[src/rtl/a_pkg.sv]
// Shared types and constants for the byte-to-frame packer.
package a_pkg;

    localparam int FRAME_LEN = 8;

    typedef logic [7:0] byte_t;

    typedef enum logic [0:0] {
        IDLE = 1'b0,
        FILL = 1'b1
    } packer_state_t;

    // Saturating increment used by the drop counter.
    function automatic byte_t sat_inc(input byte_t v);
        byte_t r;
        if (v == 8'hFF) begin
            r = v;
        end else begin
            r = v + 8'd1;
        end
        return r;
    endfunction

endpackage

[src/rtl/a_idle_timer.sv]
// Idle-cycle timer: counts consecutive idle cycles while a frame is being
// filled and flags the cycle in which the TIMEOUT-th idle cycle ends.
// TIMEOUT = 0 disables expiry.
module a_idle_timer #(
    parameter int TIMEOUT = 16
) (
    input  logic clock,
    input  logic reset,
    input  logic i_run,
    input  logic i_activity,
    output logic o_expire
);

    localparam int            CW   = (TIMEOUT > 1) ? $clog2(TIMEOUT) : 1;
    localparam logic [CW-1:0] LAST = CW'(TIMEOUT - 1);
    localparam bit            EN   = (TIMEOUT != 0);

    logic [CW-1:0] r_cnt;
    logic          w_expire;

    // Expiry is combinational so the drop happens on the edge that ends the
    // last allowed idle cycle; any byte in that cycle suppresses it.
    always_comb begin
        w_expire = 1'b0;
        if (EN && i_run && !i_activity && (r_cnt == LAST)) begin
            w_expire = 1'b1;
        end else begin
            w_expire = 1'b0;
        end
    end

    // Idle counter: restarts on activity, outside a frame, or on expiry.
    always_ff @(posedge clock or negedge reset) begin
        if (!reset) begin
            r_cnt <= '0;
        end else if (!i_run || i_activity || w_expire) begin
            r_cnt <= '0;
        end else begin
            r_cnt <= r_cnt + CW'(1);
        end
    end

    assign o_expire = w_expire;

endmodule

[src/rtl/a_frame_packer.sv]
// Packs a valid-qualified serial byte stream into 8-byte parallel frames.
// Partial frames that are aborted by a new SOF or stall past TIMEOUT, and
// bytes arriving outside a frame, are discarded and counted.
module a_frame_packer
    import a_pkg::*;
#(
    parameter int TIMEOUT = 16
) (
    input  logic       clock,
    input  logic       reset,
    input  logic       in_valid,
    input  logic       in_sof,
    input  logic [7:0] in_data,
    output logic       valid,
    output logic [7:0] a,
    output logic [7:0] a1,
    output logic [7:0] a2,
    output logic [7:0] a3,
    output logic [7:0] a4,
    output logic [7:0] a5,
    output logic [7:0] a6,
    output logic [7:0] a7,
    output logic [7:0] drop_count,
    output logic       busy
);

    packer_state_t r_state;
    packer_state_t w_state_nxt;
    logic [2:0]    r_idx;
    logic [2:0]    w_idx_nxt;
    byte_t         r_cap [FRAME_LEN];
    byte_t         w_cap_nxt [FRAME_LEN];
    byte_t         r_out [FRAME_LEN];
    logic          r_valid;
    byte_t         r_drop;
    logic          w_cap_we;
    logic [2:0]    w_cap_pos;
    logic          w_done;
    logic          w_drop;
    logic          w_expire;

    a_idle_timer #(.TIMEOUT(TIMEOUT)) u_idle_timer (
        .clock      (clock),
        .reset      (reset),
        .i_run      (r_state == FILL),
        .i_activity (in_valid),
        .o_expire   (w_expire)
    );

    // Next-state logic: frame sequencing, drop detection and capture control.
    always_comb begin
        w_state_nxt = r_state;
        w_idx_nxt   = r_idx;
        w_cap_we    = 1'b0;
        w_cap_pos   = r_idx;
        w_done      = 1'b0;
        w_drop      = 1'b0;
        case (r_state)
            IDLE: begin
                if (in_valid && in_sof) begin
                    w_cap_we    = 1'b1;
                    w_cap_pos   = 3'd0;
                    w_idx_nxt   = 3'd1;
                    w_state_nxt = FILL;
                end else if (in_valid) begin
                    w_drop = 1'b1;
                end else begin
                    w_state_nxt = IDLE;
                end
            end
            FILL: begin
                if (in_valid && in_sof) begin
                    // Restart: old partial frame is discarded, new byte 0 kept.
                    w_drop    = 1'b1;
                    w_cap_we  = 1'b1;
                    w_cap_pos = 3'd0;
                    w_idx_nxt = 3'd1;
                end else if (in_valid) begin
                    w_cap_we = 1'b1;
                    if (r_idx == 3'd7) begin
                        w_done      = 1'b1;
                        w_idx_nxt   = 3'd0;
                        w_state_nxt = IDLE;
                    end else begin
                        w_idx_nxt = r_idx + 3'd1;
                    end
                end else if (w_expire) begin
                    w_drop      = 1'b1;
                    w_idx_nxt   = 3'd0;
                    w_state_nxt = IDLE;
                end else begin
                    w_state_nxt = FILL;
                end
            end
            default: begin
                w_idx_nxt   = 3'd0;
                w_state_nxt = IDLE;
            end
        endcase
    end

    // Capture array with the incoming byte merged in; also feeds the output
    // bank so byte 7 lands in the output on the same edge it is accepted.
    always_comb begin
        w_cap_nxt = r_cap;
        if (w_cap_we) begin
            w_cap_nxt[w_cap_pos] = in_data;
        end else begin
            w_cap_nxt = r_cap;
        end
    end

    // Control state register.
    always_ff @(posedge clock or negedge reset) begin
        if (!reset) begin
            r_state <= IDLE;
            r_idx   <= 3'd0;
        end else begin
            r_state <= w_state_nxt;
            r_idx   <= w_idx_nxt;
        end
    end

    // Capture and output register banks plus valid pulse and drop counter.
    always_ff @(posedge clock or negedge reset) begin
        if (!reset) begin
            for (int i = 0; i < FRAME_LEN; i++) begin
                r_cap[i] <= 8'h00;
                r_out[i] <= 8'h00;
            end
            r_valid <= 1'b0;
            r_drop  <= 8'h00;
        end else begin
            r_cap   <= w_cap_nxt;
            r_valid <= w_done;
            if (w_done) begin
                r_out <= w_cap_nxt;
            end
            if (w_drop) begin
                r_drop <= sat_inc(r_drop);
            end
        end
    end

    assign valid      = r_valid;
    assign a          = r_out[0];
    assign a1         = r_out[1];
    assign a2         = r_out[2];
    assign a3         = r_out[3];
    assign a4         = r_out[4];
    assign a5         = r_out[5];
    assign a6         = r_out[6];
    assign a7         = r_out[7];
    assign drop_count = r_drop;
    assign busy       = (r_state == FILL);

endmodule

[config.mk]
export PLATFORM = sky130hd
export DESIGN_NAME = a_frame_packer
export DESIGN_NICKNAME = d
export VERILOG_FILES = /design/src/rtl/a_pkg.sv /design/src/rtl/a_idle_timer.sv /design/src/rtl/a_frame_packer.sv
export SDC_FILE = /design/constraint.sdc
export NUM_CORES = 1
export LEC_CHECK = 0
export CORE_ASPECT_RATIO = 0.8
export CORE_MARGIN = 5
export CORE_UTILIZATION = 55
export CTS_CLUSTER_SIZE = 25
export DETAILED_ROUTE_END_ITERATION = 8
export GPL_TIMING_DRIVEN = 1
export HOLD_SLACK_MARGIN = 0.15
export PLACE_DENSITY_LB_ADDON = 0.25
export SYNTH_ARGS = -nofsm -noshare
export SYNTH_HDL_FRONTEND = slang
export SYNTH_SLANG_ARGS = --single-unit
[constraint.sdc]
create_clock -name clock -period 3.95 [get_ports clock]
set_input_delay 0.9875 -clock clock [delete_from_list [all_inputs] [get_ports clock]]
set_output_delay 0.9875 -clock clock [all_outputs]
set_load 0.01 [all_outputs]
==> metrics.md, run 1 <==
| Metric | Value |
|---|---|
| Post-CTS setup buffers | `0` |
| Async set-or-reset flop fraction in the synthesized netlist | `1.00` |
| Row count | `33` |
| Ratio of cells with drive above 1 in the final layout | `0.376` |
| Max Cap Viol | `0` |
| Outcome | `finished, final reports clean` |
| Gate Count Post-Synth | `354` |
| RePlAce Congestion | `0.765` |
| CTS Sinks | `145` |
| Req. time, crit path | `4240 ps` |
| Top_reg_cell synth | `dfrtp_1` |
| Ys Warns | `0` |
| Crit end category | `register` |
| Initial drt markers | `251` |
| Max FO, Critical Path | `21` |
| Cell area after technology mapping | `0.00575 mm²` |
| Via count | `3,214` |
| Yosys cell types | `37` |
| Top-count cell post-synth | `dfrtp_1` |
| GRT overflow | `0` |
| Final Routed Wirelength | `11,300 µm` |
| Number of synthesized flops with an enable pin | `0` |
| Fmax | `333 MHz` |
| Worst slack, placed | `553 ps` |
| Non-filler cells, final | `600` |
| Top cell type's share of synthesized area | `0.632` |
| Comb power frac | `0.142` |
| Number of diodes | `0` |
| CTS tree | `yes` |
| Syn_area_per_cell | `16.2 µm²` |
| Peak VDD IR | `0.350 mV` |
| Die span in y | `101 µm` |
| Hold Fails Final Rpt | `0` |
| Max clock buf depth | `2` |
| DRC | `0` |
| Post-synth top cells | `145 x dfrtp_1, 116 x mux2_2, 16 x mux2_4` |
| Sw Pwr | `906 µW` |
| Clk_lat worst skew | `410 ps` |
| Setup Viol. Count Final | `0` |
| Routed WL per cell | `18.8 µm` |
| Placed cells | `570` |
| Vias in the first global route | `3,402` |
| Leak | `0.00346 µW` |
| P&R area growth vs syn | `26.7%` |
| M2 GR Usage | `0.292` |
| Pint | `2960 µW` |
| Remaining antenna violation count after routing | `0` |
| First-pass GRT wire length | `18,700 µm` |
| Die area | `0.0126 mm²` |
| Initial core utilization | `0.561` |
| # resized after CTS | `0` |
| Final net count | `465` |
| Tot GR Track Use | `0.192` |
| Net Sw Frac | `0.234` |
| Core box area | `0.0102 mm²` |
| H-tree levels | `4` |
| HP Class | `register to register` |
| Largest net degree at the start of global routing | `88` |
| Total Neg Setup Slack | `0 ps` |
| Actual slew at the worst max-slew pin | `808 ps` |
| Router iterations before antenna repair | `5` |
| Vias per cell | `5.36` |
| Clock share of power | `0.389` |
| #FFs+latches synth | `145` |
| Tmin final | `3000 ps` |
| Final worst-path cycle share | `0.761` |
| Yosys top cell by area | `dfrtp_1` |
| Most Crowded Layer GR | `met2` |
| Sequential cell area fraction in the yosys report | `0.632` |
| Final WS setup | `946 ps` |
| Post-DP HPWL | `7230 µm` |
| Die Wd | `124 µm` |
| Crit Path Class | `primary input to register` |
| Power density over cell area | `531 mW/mm²` |
| IO Pins | `86` |
| CTS Buf Count | `17` |
| Post-synthesis net count | `370` |
| GR Util met3 | `0.0648` |
| Part of the power in registers | `0.469` |
| Clock skew | `7.05 ps` |
| Fillers | `726` |
| Core Util, Final | `0.711` |
| Clock transition at path regs | `60 ps` |
| Slew Limit Fails | `0` |
| Top post-synthesis cells by area | `dfrtp_1 63%, mux2_2 23%, mux2_4 4.2%` |
| RSZ-0062 raised after global routing | `no` |
| CTS root buf | `clkbuf_16` |
| Cts-stage hold buffer count | `0` |
| Initial antenna violation count | `0` |
| CP startpoint kind | `primary input` |
| # port buffers | `85` |
| Relative slew slack | `0.462` |
| Met1 GRT Util | `0.268` |
| WP data arrival | `3290 ps` |
==> flip-flops by register name, indices dropped and copies added, names as in the netlist, 8 cells and up <==
name	flops
a1	8
a7	8
a4	8
a6	8
a2	8
a	8
r_cap	64
a5	8
drop_count	8
a3	8
==> path summary, 6_finish.rpt <==
kind                                                 start  slack, ps                               to  cells past startpoint
max in group asynchronous                            reset       2580        drop_count[6]$_DFFE_PN0P_                      2
min in group asynchronous                            reset        630              r_cap[56]$_DFF_PN0_                      1
min reg2reg                u_idle_timer.r_cnt[0]$_DFF_PN0_        480  u_idle_timer.r_cnt[0]$_DFF_PN0_                      1
min                        u_idle_timer.r_cnt[0]$_DFF_PN0_        480  u_idle_timer.r_cnt[0]$_DFF_PN0_                      1
max                                               in_valid        950                a2[6]$_DFFE_PN0P_                      5
max reg2reg                                 busy$_DFF_PN0_       1600                a2[6]$_DFFE_PN0P_                      5
==> per-stage QoR <==
step                      total power, µW  hold slack [ps]  area, µm²
after floorplan                      2150              433       5750
after global placement               2360              449       6720
after detailed placement             2390              456       6720
after CTS                            3900              474       7280
after global routing                 4050              496       7280
final                                3870              477       7280
==> critical path: stages <==
cell             delay (ps)
clkdlybuf4s50_1         720
nor3b_1                 430
and2_4                  440
buf_4                   330
mux2_2                  370
==> placed cells by master, fill, tap and decap left out, types with 3 or more instances in the layout <==
master / instances
nand3_1: 3
clkinv_2: 3
and3_1: 4
clkbuf_8: 5
nand4_1: 3
nor2_1: 6
o21ai_0: 4
xnor2_1: 4
clkdlybuf4s50_1: 84
clkbuf_16: 17
clkbuf_1: 3
nand2_1: 6
mux2_4: 16
ha_1: 4
dfrtp_1: 145
mux2_2: 116
==> cell type report <==
type                            instances  area (µm²)  area share
Inverter                                2        7.51     0.00103
Timing Repair Buffer                   89         907       0.125
Clock inverter                          5        52.6     0.00722
Tap cell                              140         175      0.0241
Clock buffer                           25         505      0.0694
Sequential cell                       145        3630       0.498
Multi-Input combinational cell        194        2000       0.275
==> kinds of logic (layout without fill, tap and decap cells) <==
group	Yosys count	after routing	synth area share
AO/OA/AOI/OAI	15	15	0.0179
XOR/XNOR	6	6	0.00915
adder cells (fa/ha/maj)	4	4	0.00871
multiplexers	132	132	0.269
flip-flops	145	145	0.632
buffers and inverters	15	121	0.0203
AND/OR/NAND/NOR	37	37	0.0433
==> power groups by stage <==
stage | clock network (µW) | registers, µW | logic, µW
3_3_place_gp | 0 | 1830 | 533
4_1_cts | 1530 | 1820 | 555
5_1_grt | 1610 | 1840 | 602
2_1_floorplan | 0 | 1830 | 324
6_report | 1500 | 1810 | 548
3_5_place_dp | 0 | 1840 | 550
==> metal layers <==
metal / wire (µm) / vias up / part of all wire
li1: - / 1458 / -
met1: 5540 / 1686 / 0.49
met2: 5180 / 63 / 0.46
met3: 473 / 7 / 0.042
met4: 83 / 0 / 0.0074
met5: 0 / - / 0
Power figures use the tool's default switching activity.
==> inputs of run 2 (changes only) <==
Settings changed: CORE_UTILIZATION 55 to 54.
Clock period 3.95 ns to 3 ns, I/O delays scaled along.
==> metrics.md, run 2 (synthesis gave the netlist of run 1 again) <==
| Metric | Value |
|---|---|
| Outcome | `finished, final reports clean` |
| Vias per cell | `5.36 (about the same)` |
| Leak | `0.00353 µW (+2.0%)` |
| Final net count | `473 (+1.7%)` |
| HP Class | `primary input to asynchronous set/reset pin` |
| Via count | `3,270 (+1.7%)` |
| CTS tree | `yes` |
| H-tree levels | `4 (unchanged)` |
| DRC | `0 (unchanged)` |
| Die span in y | `102 µm (+0.83%)` |
| Tot GR Track Use | `0.195 (+0.00308)` |
| Router iterations before antenna repair | `4 (-1)` |
| Largest register FFs | `64 (unchanged)` |
| Part of the power in registers | `0.445 (-0.024)` |
| First-pass GRT wire length | `19,200 µm (+2.7%)` |
| Most frequent cells in the layout | `145 x dfrtp_1, 116 x mux2_2, 84 x clkdlybuf4s50_1` |
| Non-Filler Cell Area, Final | `0.00742 mm² (+2.0%)` |
| Crit end category | `register` |
| Tmin final | `2520 ps` |
| Clock share of power | `0.419 (+0.030)` |
| Total Power | `5390 µW (+39%)` |
| Die Wd | `125 µm (+0.85%)` |
| Row count | `33 (unchanged)` |
| Clock transition at path regs | `60 ps (about the same)` |
| Ratio of cells with drive above 1 in the final layout | `0.394 (+0.0175)` |
| Max FO, Critical Path | `42 (+100%)` |
| Final Routed Wirelength | `11,600 µm (+2.4%)` |
| # resized after CTS | `0 (unchanged)` |
| Crit path cell chain | `clkdlybuf4s50_1, buf_4, nor3b_1, and2_2, buf_12, mux2_2` |
| Total Neg Setup Slack | `0 ps (unchanged)` |
| Top reg by flops | `r_cap` |
| WP data arrival | `2800 ps (-490 ps)` |
| RSZ-0062 raised after global routing | `no` |
| Dpl cell area | `0.00678 mm² (+0.87%)` |
| Cts-stage hold buffer count | `0 (unchanged)` |
| Initial core utilization | `0.557 (-0.00449)` |
| CTS Sinks | `145 (unchanged)` |
| RePlAce Congestion | `0.787 (+2.8%)` |
| Post-CTS setup buffers | `0 (unchanged)` |
| CP startpoint kind | `primary input` |
| Peak VDD IR | `0.585 mV (+67%)` |
| Actual slew at the worst max-slew pin | `641 ps (-166 ps)` |
| Buf/Inv on CP | `3 (+1)` |
| P&R area growth vs syn | `29.2%` |
| Post-DP HPWL | `7480 µm (+3.5%)` |
| Max Cap Viol | `0 (unchanged)` |
| Die area | `0.0128 mm² (+1.7%)` |
| Power density over cell area | `726 mW/mm² (+37%)` |
| Vias in the first global route | `3,607 (+6.0%)` |
| Remaining antenna violation count after routing | `0 (unchanged)` |
| Relative slew slack | `0.572 (+0.111)` |
| Slowest cell on the critical path | `clkdlybuf4s50_1` |
| Clock skew | `7.04 ps (-0.00866 ps)` |
| Comb power frac | `0.136 (-0.006)` |
| Fmax | `398 MHz` |
| # port buffers | `85 (unchanged)` |
| CTS Buf Count | `17 (unchanged)` |
| GRT overflow | `0 (unchanged)` |
| Routed WL per cell | `18.9 µm (+0.72%)` |
| Final worst-path cycle share | `0.838` |
| Core box area | `0.0103 mm² (+0.81%)` |
| Hold Fails Final Rpt | `0 (unchanged)` |
| Slew Limit Fails | `0 (unchanged)` |
| IO Pins | `86 (unchanged)` |
| Crit Path Class | `primary input to register` |
| Req. time, crit path | `3290 ps (-950 ps)` |
| CTS root buf | `clkbuf_16` |
| Setup Viol. Count Final | `0 (unchanged)` |
| Initial drt markers | `169 (-33%)` |
| Largest net degree at the start of global routing | `73 (-17%)` |
| Clk_lat worst skew | `410 ps (about the same)` |
| Most common cell after layout, fill and taps aside | `dfrtp_1` |
| CP peak stage delay | `560 ps (-160 ps)` |
| Net Sw Frac | `0.232 (-0.00256)` |
| Sw Pwr | `1250 µW (+38%)` |
| Number of diodes | `0 (unchanged)` |
| Pint | `4140 µW (+40%)` |
| Core Util, Final | `0.719 (+0.00825)` |
| Worst path top cell family by delay | `buffers and inverters` |
| Max clock buf depth | `2 (unchanged)` |
| Initial antenna violation count | `0 (unchanged)` |
## run 2: changes by cell type in the layout (fill, tap and decap cells not counted), moves of 2 or more
cell	before	now
buf_4	2	10
bufinv_16	1	5
clkbuf_1	3	1
clkbuf_8	5	0
clkinv_4	0	3
clkinvlp_4	1	3
## run 2: power by group through the flow
stage	Sequential, µW	Clock [µW]	Combinational [µW]
after global routing	2430	2400	815
after CTS	2400	2300	741
after floorplan	2410	0	427
final	2400	2260	731
after detailed placement	2420	0	736
after global placement	2410	0	696
## run 2: path summary, 6_finish.rpt
kind                                                 start                               to  slack (ps)  depth (start not counted)
max                                               in_valid                a4[6]$_DFFE_PN0P_         480                          6
min                                                  reset                a1[1]$_DFFE_PN0P_         330                          1
max reg2reg                                 busy$_DFF_PN0_                a4[6]$_DFFE_PN0P_         880                          5
min reg2reg                u_idle_timer.r_cnt[0]$_DFF_PN0_  u_idle_timer.r_cnt[0]$_DFF_PN0_         470                          1
max in group asynchronous                            reset                a7[7]$_DFFE_PN0P_        1820                          2
min in group clock         u_idle_timer.r_cnt[0]$_DFF_PN0_  u_idle_timer.r_cnt[0]$_DFF_PN0_         470                          1
## run 2: area by class of cell
| cell class | count | area, µm² |
|---|---|---|
| clock buffers | 18 | 429 |
| clock inverters | 14 | 214 |
| fillers | 666 | 2900 |
| inverters | 2 | 7.51 |
| multi-input cells | 194 | 2000 |
| flip-flops and latches | 145 | 3630 |
| well taps | 140 | 175 |
| repair buffers | 97 | 967 |
## run 2: stage by stage
stage / setup WS [ps] / hold WS (ps) / cells
6_report: 485 / 331 / 610
3_5_place_dp: 78.7 / 464 / 578
2_1_floorplan: 688 / 433 / 354
4_1_cts: 518 / 356 / 610
5_1_grt: 442 / 380 / 610
3_3_place_gp: 166 / 444 / 578
## run 2: layer usage
layer  track usage  part of all wire  vias to the layer above
met5             0                 0                        -
met4        0.0517            0.0074                        0
met3        0.0564             0.044                        9
met2         0.323              0.49                       88
met1         0.256              0.46                     1703
li1              -                 -                     1470
==> inputs of run 3 (changes only) <==
Clock period 3 ns to 2.6 ns, I/O delays scaled along.
==> metrics.md, run 3 (synthesis gave the netlist of run 1 again) <==
| Metric | Value |
|---|---|
| Outcome | `finished, final reports clean` |
| Crit path cell chain | `clkdlybuf4s50_1, buf_4, nor3b_1, and2_2, buf_12, mux2_2` |
| Buf/Inv on CP | `3 (unchanged)` |
| CTS Buf Count | `17 (unchanged)` |
| Leak | `0.00355 µW (+0.67%)` |
| Most common cell after layout, fill and taps aside | `dfrtp_1` |
| Row count | `33 (unchanged)` |
| Max Cap Viol | `0 (unchanged)` |
| Slowest cell on the critical path | `clkdlybuf4s50_1` |
| Number of diodes | `0 (unchanged)` |
| Crit end category | `register` |
| Post-DP HPWL | `7540 µm (+0.72%)` |
| Final net count | `479 (+1.3%)` |
| Post-CTS setup buffers | `0 (unchanged)` |
| Final WS setup | `333 ps (-152 ps)` |
| H-tree levels | `4 (unchanged)` |
| CP startpoint kind | `primary input` |
| Req. time, crit path | `2890 ps (-400 ps)` |
| Largest register FFs | `64 (unchanged)` |
| Hold Fails Final Rpt | `0 (unchanged)` |
| # port buffers | `85 (unchanged)` |
| Router iterations before antenna repair | `4 (unchanged)` |
| Most frequent cells in the layout | `145 x dfrtp_1, 116 x mux2_2, 84 x clkdlybuf4s50_1` |
| Initial core utilization | `0.557 (unchanged)` |
| DRC | `0 (unchanged)` |
| Peak VDD IR | `0.522 mV (-11%)` |
| Routed WL per cell | `18.9 µm (-0.33%)` |
| Core Util, Final | `0.722 (+0.00291)` |
| Metal2 WL | `5500 µm (-2.1%)` |
| Die span in y | `102 µm (unchanged)` |
| Max clock buf depth | `2 (unchanged)` |
| Max FO, Critical Path | `29 (-31%)` |
| Power density over cell area | `807 mW/mm² (+11%)` |
| Met3 WL | `543 µm (+7.3%)` |
| Setup Viol. Count Final | `0 (unchanged)` |
| Die area | `0.0128 mm² (unchanged)` |
| Cts-stage hold buffer count | `0 (unchanged)` |
| RePlAce Congestion | `0.786 (-0.17%)` |
| DR top layer | `met4` |
| CTS root buf | `clkbuf_16` |
| WP data arrival | `2560 ps (-240 ps)` |
| IO Pins | `86 (unchanged)` |
| Via count | `3,247 (-0.70%)` |
| Placed cells | `584 (+1.0%)` |
| CTS tree | `yes` |
| Non-filler cells, final | `615 (+0.82%)` |
| CTS Sinks | `145 (unchanged)` |
| Non-Filler Cell Area, Final | `0.00745 mm² (+0.40%)` |
| Relative slew slack | `0.638 (+0.0654)` |
| Clk_lat worst skew | `410 ps (about the same)` |
| Vias in the first global route | `3,518 (-2.5%)` |
| Final Routed Wirelength | `11,600 µm (+0.48%)` |
| Worst path top cell family by delay | `buffers and inverters` |
| # resized after CTS | `0 (unchanged)` |
| Final worst-path cycle share | `0.872` |
| First-pass GRT wire length | `18,900 µm (-1.6%)` |
| Clock transition at path regs | `60 ps (about the same)` |
| Worst slack, placed | `-88.6 ps (-167 ps)` |
| Core box area | `0.0103 mm² (unchanged)` |
| DRT met1 WL | `5510 µm (+3.1%)` |
| Vias per cell | `5.28 (-1.5%)` |
| Largest net degree at the start of global routing | `57 (-22%)` |
| HP Class | `primary input to asynchronous set/reset pin` |
| Clock skew | `8.10 ps (+1.05 ps)` |
| Initial drt markers | `192 (+14%)` |
| Top reg by flops | `r_cap` |
| Crit Path Class | `primary input to register` |
| Remaining antenna violation count after routing | `0 (unchanged)` |
| Tmin final | `2270 ps` |
| Hold_ws | `199 ps (-133 ps)` |
| Fmax | `441 MHz` |
| Tot GR Track Use | `0.195 (+0.000236)` |
| GRT overflow | `0 (unchanged)` |
| Ratio of cells with drive above 1 in the final layout | `0.400 (+0.00638)` |
| Slew Limit Fails | `0 (unchanged)` |
| Die Wd | `125 µm (unchanged)` |
| Actual slew at the worst max-slew pin | `543 ps (-98.2 ps)` |
| CP peak stage delay | `560 ps (about the same)` |
| Initial antenna violation count | `0 (unchanged)` |
| Dpl cell area | `0.00686 mm² (+1.2%)` |
| P&R area growth vs syn | `29.7%` |
| RSZ-0062 raised after global routing | `no` |
[run 3: changes by cell type in the layout (fill, tap and decap cells not counted), sizes merged]
cell / previous run / this run
buf: 13 / 19
bufinv: 5 / 2
clkbuf: 18 / 22
clkinv: 6 / 4
[run 3: layer usage]
layer | vias up | global-route usage
met5 | - | 0
met1 | 1676 | 0.260
li1 | 1489 | -
met3 | 5 | 0.0679
met2 | 77 | 0.310
met4 | 0 | 0.0525
[run 3: layout make-up]
| class | instances | area, µm² |
|---|---|---|
| sequential | 145 | 3630 |
| fill | 695 | 2870 |
| multi-input combinational | 194 | 2000 |
| timing repair buffer | 103 | 1050 |
| clock buffer | 22 | 484 |
| tap | 140 | 175 |
| clock inverter | 9 | 106 |
| inverter | 2 | 7.51 |
[run 3: worst paths after layout]
check | start | endpoint | slack [ps] | cells after the start
setup / recovery | in_valid | a5[3]$_DFFE_PN0P_ | 330 | 6
hold / removal | reset | r_cap[41]$_DFF_PN0_ | 200 | 1
setup reg to reg | busy$_DFF_PN0_ | a5[3]$_DFFE_PN0P_ | 610 | 5
hold reg to reg | u_idle_timer.r_cnt[0]$_DFF_PN0_ | u_idle_timer.r_cnt[0]$_DFF_PN0_ | 480 | 1
max in group asynchronous | reset | r_cap[34]$_DFF_PN0_ | 1720 | 2
min in group clock | u_idle_timer.r_cnt[0]$_DFF_PN0_ | u_idle_timer.r_cnt[0]$_DFF_PN0_ | 480 | 1
[run 3: through the flow]
step                TNS [ps]  power, µW
CTS                        0       6080
global placement           0       3600
finish                     0       6010
global route               0       6310
detailed placement     -4250       3650
floorplan                  0       3270
[run 3: power by group]
group	internal (µW)	switching (µW)
combinational	499	356
sequential	2590	182
clock	1500	887
total	4590	1420
